### src/rtl/seq_divider_if.sv
// seq_divider_if: operand/result bundle between the control unit and the divider
interface seq_divider_if #(parameter int WIDTH = 32);
   logic start, signed_op, busy, done, div_by_zero;
   logic [WIDTH-1:0] dividend, divisor, Z_HI, Z_LO;
   modport master(output start, signed_op, dividend, divisor, input Z_HI, Z_LO, busy, done, div_by_zero);
   modport slave(input start, signed_op, dividend, divisor, output Z_HI, Z_LO, busy, done, div_by_zero);
endinterface

### src/rtl/seq_divider.sv
// seq_divider: multi-cycle restoring divider producing Z_LO (quotient) and Z_HI (remainder)
module seq_divider #(
   parameter int WIDTH = 32,
   parameter int ITERS = WIDTH
) (
   input logic clock,
   input logic clear,
   seq_divider_if.slave bus
);
   localparam int CW = $clog2(ITERS + 1);
   typedef enum logic [1:0] {IDLE, ITER, FIX} state_t;
   state_t state_q, state_d;
   logic [WIDTH:0] shifted, diff;
   logic [WIDTH-1:0] rem_q, rem_d, quo_q, quo_d, dvs_q, dvs_d;
   logic [WIDTH-1:0] z_hi_q, z_hi_d, z_lo_q, z_lo_d, dvd_mag, dvs_mag;
   logic [CW-1:0] cnt_q, cnt_d;
   logic qneg_q, qneg_d, rneg_q, rneg_d, busy_q, busy_d, done_q, done_d;
   logic dbz_q, dbz_d, zero_q, zero_d, accept;
   always_comb begin
      accept = state_q == IDLE && bus.start && !done_q && !zero_q;
      dvd_mag = bus.signed_op && bus.dividend[WIDTH-1] ? -bus.dividend : bus.dividend;
      dvs_mag = bus.signed_op && bus.divisor[WIDTH-1] ? -bus.divisor : bus.divisor;
      shifted = {rem_q, quo_q[WIDTH-1]};
      diff = shifted - {1'b0, dvs_q};
      state_d = state_q;
      rem_d = rem_q;
      quo_d = quo_q;
      dvs_d = dvs_q;
      cnt_d = cnt_q;
      qneg_d = qneg_q;
      rneg_d = rneg_q;
      busy_d = busy_q;
      done_d = 1'b0;
      dbz_d = dbz_q;
      zero_d = zero_q;
      z_hi_d = z_hi_q;
      z_lo_d = z_lo_q;
      // zero divisor skips iteration; quo_q parks the raw dividend for Z_HI
      if (accept && bus.divisor == '0) begin
         zero_d = 1'b1;
         busy_d = 1'b1;
         dbz_d = 1'b0;
         quo_d = bus.dividend;
      end else if (accept) begin
         state_d = ITER;
         busy_d = 1'b1;
         dbz_d = 1'b0;
         quo_d = dvd_mag;
         dvs_d = dvs_mag;
         rem_d = '0;
         cnt_d = '0;
         qneg_d = bus.signed_op && (bus.dividend[WIDTH-1] ^ bus.divisor[WIDTH-1]);
         rneg_d = bus.signed_op && bus.dividend[WIDTH-1];
      end else if (zero_q) begin
         zero_d = 1'b0;
         busy_d = 1'b0;
         done_d = 1'b1;
         dbz_d = 1'b1;
         z_lo_d = '1;
         z_hi_d = quo_q;
      end else if (state_q == ITER) begin
         rem_d = diff[WIDTH] ? shifted[WIDTH-1:0] : diff[WIDTH-1:0];
         quo_d = {quo_q[WIDTH-2:0], !diff[WIDTH]};
         cnt_d = cnt_q + 1'b1;
         state_d = cnt_q == CW'(ITERS - 1) ? FIX : ITER;
      end else if (state_q == FIX) begin
         state_d = IDLE;
         busy_d = 1'b0;
         done_d = 1'b1;
         z_lo_d = qneg_q ? -quo_q : quo_q;
         z_hi_d = rneg_q ? -rem_q : rem_q;
      end
   end
   always_ff @(posedge clock) begin
      if (clear) begin
         state_q <= IDLE;
         rem_q <= '0;
         quo_q <= '0;
         dvs_q <= '0;
         cnt_q <= '0;
         qneg_q <= 1'b0;
         rneg_q <= 1'b0;
         busy_q <= 1'b0;
         done_q <= 1'b0;
         dbz_q <= 1'b0;
         zero_q <= 1'b0;
         z_hi_q <= '0;
         z_lo_q <= '0;
      end else begin
         state_q <= state_d;
         rem_q <= rem_d;
         quo_q <= quo_d;
         dvs_q <= dvs_d;
         cnt_q <= cnt_d;
         qneg_q <= qneg_d;
         rneg_q <= rneg_d;
         busy_q <= busy_d;
         done_q <= done_d;
         dbz_q <= dbz_d;
         zero_q <= zero_d;
         z_hi_q <= z_hi_d;
         z_lo_q <= z_lo_d;
      end
   end
   assign bus.Z_HI = z_hi_q;
   assign bus.Z_LO = z_lo_q;
   assign bus.busy = busy_q;
   assign bus.done = done_q;
   assign bus.div_by_zero = dbz_q;
endmodule

### src/flat_wrapper.sv
// flat-port wrapper written by rule: the top's interface ports become plain ports
module seq_divider_flat 
#(
   parameter int WIDTH = 32,
   parameter int ITERS = WIDTH
)
  (clock, clear, bus_start, bus_signed_op, bus_dividend, bus_divisor, bus_Z_HI, bus_Z_LO, bus_busy, bus_done, bus_div_by_zero);
  seq_divider_if #(.WIDTH(WIDTH)) bus_i ();
  input logic clock;
  input logic clear;
  input wire logic [$bits(bus_i.start)-1:0] bus_start;
  input wire logic [$bits(bus_i.signed_op)-1:0] bus_signed_op;
  input wire logic [$bits(bus_i.dividend)-1:0] bus_dividend;
  input wire logic [$bits(bus_i.divisor)-1:0] bus_divisor;
  output wire logic [$bits(bus_i.Z_HI)-1:0] bus_Z_HI;
  output wire logic [$bits(bus_i.Z_LO)-1:0] bus_Z_LO;
  output wire logic [$bits(bus_i.busy)-1:0] bus_busy;
  output wire logic [$bits(bus_i.done)-1:0] bus_done;
  output wire logic [$bits(bus_i.div_by_zero)-1:0] bus_div_by_zero;
  assign bus_i.start = bus_start;
  assign bus_i.signed_op = bus_signed_op;
  assign bus_i.dividend = bus_dividend;
  assign bus_i.divisor = bus_divisor;
  assign bus_Z_HI = bus_i.Z_HI;
  assign bus_Z_LO = bus_i.Z_LO;
  assign bus_busy = bus_i.busy;
  assign bus_done = bus_i.done;
  assign bus_div_by_zero = bus_i.div_by_zero;
  seq_divider #(.WIDTH(WIDTH), .ITERS(ITERS)) u_core (.clock(clock), .clear(clear), .bus(bus_i));
endmodule
### config.mk
export PLATFORM = sky130hd
export DESIGN_NAME = seq_divider_flat
export DESIGN_NICKNAME = d
export VERILOG_FILES = /design/src/rtl/seq_divider_if.sv /design/src/rtl/seq_divider.sv /design/src/flat_wrapper.sv
export SDC_FILE = /design/constraint.sdc
export NUM_CORES = 1
export LEC_CHECK = 0
export ABC_AREA = 1
export ABC_CLOCK_PERIOD_IN_PS = 2200
export CAP_MARGIN = 30
export CELL_PAD_IN_SITES_DETAIL_PLACEMENT = 0
export CELL_PAD_IN_SITES_GLOBAL_PLACEMENT = 1
export CORE_MARGIN = 1.5
export CORE_UTILIZATION = 37
export CTS_CLUSTER_SIZE = 14
export DETAILED_ROUTE_END_ITERATION = 12
export PLACE_DENSITY_LB_ADDON = 0.1
export SLEW_MARGIN = 15
export SYNTH_ARGS = -nofsm -noshare
export SYNTH_HDL_FRONTEND = slang
export SYNTH_SLANG_ARGS = --single-unit
### constraint.sdc
create_clock -name clock -period 2.2 [get_ports clock]
set_input_delay 0.66 -clock clock [delete_from_list [all_inputs] [get_ports clock]]
set_output_delay 0.66 -clock clock [all_outputs]
set_load 0.01 [all_outputs]
==> results.yml, run 1 <==
run_status:
  status: "finished, violations left"
  violations: "negative setup slack"
layout:
  drive_gt1_frac: 0.2212
  diodes: 0
  final_nets: 2818
  area_growth_pct: 42.46
  final_common_cell: "nand2_1"
  final_core_util: 0.5320
  layout_common_cells: "616 x nand2_1, 314 x buf_4, 286 x inv_1, 202 x a21oi_1, 191 x nand3_1"
  finalNonFillerCells: 3189
place:
  io_buffers: 134
  place.gp.congestion: 0.9333
  dp_cells: 3144
  dp_hpwl_microns: 42570
  pre_cts_slack_ps: -620.4
clocking:
  cts_tree: "built"
  clkSinkCount: 174
  cts_buffer_depth: 2
  worstSkewPairLatency_ps: 450
  clk_pin_slew_worst_paths_ps: 60
  cts_root_buf: "clkbuf_16"
  cts.htree.levels: 4
  cts_buffers: 17
sta:
  relSlewSlack: 0.5531
  finClkSkew_ps: 10.62
  slew_violations: 0
  fmax_mhz: 444.7
  worstMarginPinSlew_ps: 664.6
  hold_violations: 0
  rsz0062_at_grt: "yes"
  setup_ws_ps: -48.83
  setup_viol: 32
  period_share: 1.022
  period_minus_slack_ps: 2249
critical_path:
  worstPathCellList: "inv_2, ha_4, nand2_2, buf_4, nor2_4, inv_1, nor2_4, and2_4, nand2_4, nand2_4, nand2_4, nand2_8, clkbuf_16, nand2_2, nand3_1, nand2_1"
  critPathMaxStageDelay_ps: 380
  endpoint_kind: "flop"
  worstPathArrival_ps: 2590
  worst-setup-path-type: "reg2reg"
  cp.required_ps: 2540
  worst-path-buf-inv: 4
  cpMostUsedCell: "nand2_4"
  critPathTopFamily: "simple AND/OR/NAND/NOR gates"
  critPathMaxFanout: 6
  crit_slowest_cell: "dfxtp_1"
  cp-start-kind: "flop"
synthesis:
  synth_cell_type_count: 48
  syn_nets: 2413
  synthFlopType: "dfxtp_1"
  synthCells: 2304
  synth_edf_count: 0
  ys_seq_elements: 174
  ys_async_sr_fraction: 0
  syn_area_sq_um: 13610
  synth-seq-area-share: 0.2560
  synth_top_area_frac: 0.2560
  synth_top_cell_by_area: "dfxtp_1"
  avgSynthCellArea_sq_um: 5.905
  yosys-top-cells-area: "dfxtp_1 26%, nand2_1 19%, inv_1 8.4%"
  ys_warn_count: 0
min_path:
  hold_class: "reg2reg"
die:
  core.rowCount: 70
  io_pins: 135
  dieArea_sq_um: 37930
  start_util: 0.3734
  die_h_microns: 194.8
  coreArea_sq_um: 36430
  fp.dieW_microns: 194.8
route:
  routed_wl_microns: 54050
  drc: 0
  wire_per_inst_microns: 16.95
  drt_pass1_iterations: 5
  vias: 16173
  drtAntennaViolNets: 0
  viasPerCell: 5.071
  initialDrtViolationCount: 1195
global_routing:
  antenna_found_initial: 0
  grt_first_pass_wirelength_microns: 83460
  grt-ovfl-total: 0
  grt_max_degree: 44
  gr-usage-all-layers: 0.2810
  grt_pass1_vias: 15303
run:
  timing.max_cap.violations: 0
power:
  p_leak_nw: 9.458
  powerDensity_nw_per_um2: 974.4
  max-vdd-ir-drop_uv: 659.8
-- Yosys cell counts, drive strengths merged, types with 28 or more instances --
master and count:
clkbuf 50, nand3 225, nand2 692, o21ai 152
nand4 28, ha 40, nor2 194, dfxtp 174
xor2 46, a21oi 214, buf 38, inv 316
-- state kept, by name, summed over array words and instances (netlist names) --
register / count
u_core.bus.div_by_zero: 1
u_core.bus.busy: 1
u_core.rneg_q: 1
u_core.state_q: 2
u_core.qneg_q: 1
u_core.cnt_q: 6
u_core.dvs_q: 32
u_core.bus.Z_LO: 32
u_core.zero_q: 1
u_core.bus.done: 1
u_core.rem_q: 32
u_core.quo_q: 32
u_core.bus.Z_HI: 32
-- routing by layer --
layer / GRT usage / routed length, microns
met1: 0.4064 / 26760
met4: 0.07120 / 1066
met2: 0.4300 / 23400
met3: 0.04789 / 2834
met5: 0 / 0
-- power breakdown --
part	total [W]	switching (W)	internal, W
combinational	0.0110	0.00659	0.00444
clock	0.00316	0.00135	0.00181
sequential	0.00469	0.000845	0.00385
-- through the flow --
step / setup TNS, ps / hold WS (ps) / total power, W / area, sq um
floorplan: 0 / 435.3 / 0.01024 / 13610
global placement: -45300 / 450.8 / 0.01478 / 17720
detailed placement: -52150 / 453.7 / 0.01482 / 17720
CTS: -1529 / 463.7 / 0.01817 / 18610
global route: -4251 / 483.5 / 0.02028 / 19380
finish: -732.2 / 460.2 / 0.01889 / 19380
-- final cells by class --
type	count	area, sq um
clock buffer	22	454.2
clock inverter	9	136.4
fill	3800	17050
inverter	318	1196
multi-input combinational	1724	9315
sequential	174	3485
tap	468	585.6
timing repair buffer	474	4210
-- kinds of logic after synthesis --
kind of cell    after synthesis  synth area share
simple gates               1195            0.3776
compound gates              423            0.1656
buf+inv                     406            0.1207
flops                       174            0.2560
xor+xnor                     65           0.04184
fa+ha+maj                    41           0.03826
-- worst reg2reg max path, cell delays in order, from the launching register on --
cell and delay (ps):
dfxtp_1 380, inv_2 100, ha_4 290, nand2_2 50, buf_4 130, nor2_4 120
inv_1 80, nor2_4 110, and2_4 150, nand2_4 80, nand2_4 110, nand2_4 80
nand2_8 130, clkbuf_16 180, nand2_2 50, nand3_1 70, nand2_1 50
-- timing repair --
| item | in CTS | in global routing |
|---|---|---|
| setup buffers | 3 | 7 |
| gates resized for setup | 48 | 181 |
| hold buffers | 0 | 0 |
| pin swaps | 14 | 44 |
| setup endpoints to repair | 47 | 98 |
| gates cloned | 2 | 5 |
-- worst paths after layout --
path                       start  slack [ps]  cells past startpoint                  end
min reg2reg  u_core.bus.Z_LO[14]         460                      2  u_core.bus.Z_LO[14]
max             u_core.dvs_q[23]         -50                     16      u_core.rem_q[9]
min          u_core.bus.Z_LO[14]         460                      2  u_core.bus.Z_LO[14]
max reg2reg     u_core.dvs_q[23]         -50                     16      u_core.rem_q[9]
Power figures use the tool's default switching activity.
==> run 2, diff against run 1 <==
Settings changed: ABC_AREA 1 to not set, CORE_UTILIZATION 37 to 38, CTS_CLUSTER_SIZE 14 to not set.
==> run 2 against run 1 <==
- clock power fell by 3%
- hold slack got worse by 6.1 ps
- the run still ends with negative setup slack left
- global-route usage rose by 0.68 points
- largest cell class unchanged
- sequential share of layout area rose by 0.73 points
- routed wire length fell by 17%
- critical endpoint is now u_core.bus.Z_LO[26]
- clock skew rose by 8.1 ps
- fmax fell by 25%
==> results.yml, run 2 <==
run_status:
  status: "finished, violations left"
  violations: "negative setup slack"
layout:
  final_nets: 2104
  finalNonFillerCells: 2398
  nFillCells: 2611
  seq_area_sq_um: 3515
  layout_common_cells: "356 x buf_4, 210 x nand2_1, 155 x dfxtp_1, 136 x nor2_1, 113 x clkdlybuf4s50_1"
  area_growth_pct: 64.71
  final_common_cell: "buf_4"
  multiInputGateArea_sq_um: 9061
  drive_gt1_frac: 0.3705
  diodes: 0
synthesis:
  ys_warn_count: 0
  synth_common_cells: "237 x nand2_1, 174 x dfxtp_1, 166 x nor2_1, 106 x o21ai_0, 89 x clkbuf_1"
  synthCells: 1526
  synthFlopType: "dfxtp_1"
  synth_edf_count: 0
  syn_area_sq_um: 11400
  ys_async_sr_fraction: 0
  ys_seq_elements: 174
  synth-seq-area-share: 0.3055
  avgSynthCellArea_sq_um: 7.473
  syn_nets: 1635
  synth_cell_type_count: 64
  yosys-top-cells-area: "dfxtp_1 31%, nand2_1 7.8%, xnor2_1 6.1%"
  yosysMostFrequentCell: "nand2_1"
  synth_top_cell_by_area: "dfxtp_1"
  synth_top_area_frac: 0.3055
critical_path:
  endpoint_kind: "flop"
  cp-start-kind: "flop"
  crit_end: "u_core.bus.Z_LO[26]"
  worstPathArrival_ps: 3320
  critPathMaxFanout: 4
  startpoint: "u_core.quo_q[3]"
  timing.rr.start: "u_core.quo_q[3]"
  r2r_slack_ps: -790
  worst-setup-path-type: "reg2reg"
  cp.required_ps: 2520
  r2r_end: "u_core.bus.Z_LO[26]"
  reg2reg_depth: 9
global_routing:
  grt-ovfl-total: 0
  grt_first_pass_wirelength_microns: 69520
  grt_pass1_vias: 12853
  antenna_found_initial: 0
  gr-usage-all-layers: 0.2878
  grt_max_degree: 92
power:
  p_comb_frac: 0.316
  p_int_w: 0.006201
  power.switching_w: 0.003249
  powerDensity_nw_per_um2: 503.1
  power.total_w: 0.009450
  p_leak_nw: 7.541
  power_frac_clock: 0.323
  max-vdd-ir-drop_uv: 511.4
  seqPwrFrac: 0.361
  swShare: 0.3438
route:
  routed_wl_microns: 44640
  vias: 12979
  drtAntennaViolNets: 0
  drc: 0
  wire_per_inst_microns: 18.62
  viasPerCell: 5.412
  initialDrtViolationCount: 706
  drt_pass1_iterations: 5
sta:
  fmax_mhz: 334.2
  tns_ps: -72060
  hold_violations: 0
  whs_ps: 454.1
  finClkSkew_ps: 18.73
  period_share: 1.360
  period_minus_slack_ps: 2992
  slew_violations: 0
  rsz0062_at_grt: "yes"
  setup_ws_ps: -792.4
  relSlewSlack: 0.6669
  setup_viol: 141
  worstMarginPinSlew_ps: 499.6
clocking:
  cts_root_buf: "clkbuf_16"
  cts_buffers: 17
  cts_buffer_depth: 2
  clk_pin_slew_worst_paths_ps: 80
  clkSinkCount: 174
  cts.htree.levels: 4
  worstSkewPairLatency_ps: 450
  postCtsHoldBufs: 0
  cts_tree: "built"
place:
  place.gp.congestion: 0.9240
  pre_cts_slack_ps: -1598
  io_buffers: 134
  dp_cells: 2300
  dp_hpwl_microns: 31650
min_path:
  hold_class: "reg2reg"
die:
  die_h_microns: 176.2
  coreArea_sq_um: 29560
  core.rowCount: 63
  fp.dieW_microns: 176.2
  io_pins: 135
  dieArea_sq_um: 31060
  start_util: 0.3858
run:
  timing.max_cap.violations: 0
==> run 2: cell types whose count changed in the layout (fill, tap and decap cells not counted), sizes merged, moves of 23 or more <==
cell,delta
buf,+82
nand2,-455
o21ai,-45
a21oi,-131
a311oi,+33
xnor2,+61
inv,-259
nand3,-203
mux2i,+32
or4,+23
o31ai,+25
a211oi,+42
nor2,-27
==> run 2: cell families after synthesis <==
kind of cell,synth area share
multiplexers,0.02908
buffers and inverters,0.05464
AND/OR/NAND/NOR,0.2248
adder cells (fa/ha/maj),0.04564
flip-flops,0.3055
XOR/XNOR,0.1098
AO/OA/AOI/OAI,0.2305
==> run 2: per-layer routing <==
layer | GRT usage | share of wire | vias up | wire, microns
li1 | - | - | 6355 | -
met1 | 0.3513 | 0.43 | 6272 | 19220
met2 | 0.5038 | 0.49 | 278 | 21940
met3 | 0.03036 | 0.032 | 74 | 1415
met4 | 0.1392 | 0.046 | 0 | 2062
met5 | 0 | 0 | - | 0
==> run 2: cell type report <==
type / instances / area share
sequential: 174 / 0.1871
tap: 390 / 0.02598
multi-input combinational: 1198 / 0.4824
timing repair buffer: 549 / 0.2623
clock inverter: 15 / 0.008527
inverter: 55 / 0.01099
clock buffer: 17 / 0.02265
==> run 2: worst min-delay path by stage <==
stage	end	from	slack, ps	cells past startpoint
2_1_floorplan	u_core.dvs_q[31]	u_core.dvs_q[31]	430	2
3_3_place_gp	u_core.bus.Z_HI[9]	u_core.bus.Z_HI[9]	450	2
3_5_place_dp	u_core.dvs_q[22]	u_core.dvs_q[22]	450	2
4_1_cts	u_core.dvs_q[22]	u_core.dvs_q[22]	450	2
5_1_grt	u_core.bus.Z_HI[9]	u_core.bus.Z_HI[9]	480	2
6_report	u_core.dvs_q[22]	u_core.dvs_q[22]	450	2
==> run 2: timing repair <==
action,in CTS,in global routing
gates cloned,20,0
pin swaps,118,96
buffers inserted,38,24
resized for setup,278,146
endpoints found under the setup margin,142,147
==> run 2: critical path, stage by stage, from the launching register on <==
cell and delay (ps):
dfxtp_2 330, or4_4 520, or4_4 450, or3_4 390
nand2b_4 160, or4_4 480, o41ai_4 230, xnor2_1 120
nor3_2 140, nor3_2 50
==> run 2: power groups by stage <==
stage	sequential [W]	combinational (W)	clock, W
6_report	0.00341	0.00299	0.00305
4_1_cts	0.00340	0.00290	0.00308
3_5_place_dp	0.00346	0.00244	0
5_1_grt	0.00342	0.00320	0.00321
3_3_place_gp	0.00346	0.00242	0
2_1_floorplan	0.00345	0.00130	0
==> run 2: stage by stage <==
stage	util	instance area, sq um
global placement	0.5444	16090
global route	0.6354	18780
detailed placement	0.5444	16090
floorplan	-	11920
finish	0.6354	18780
CTS	0.6189	18290
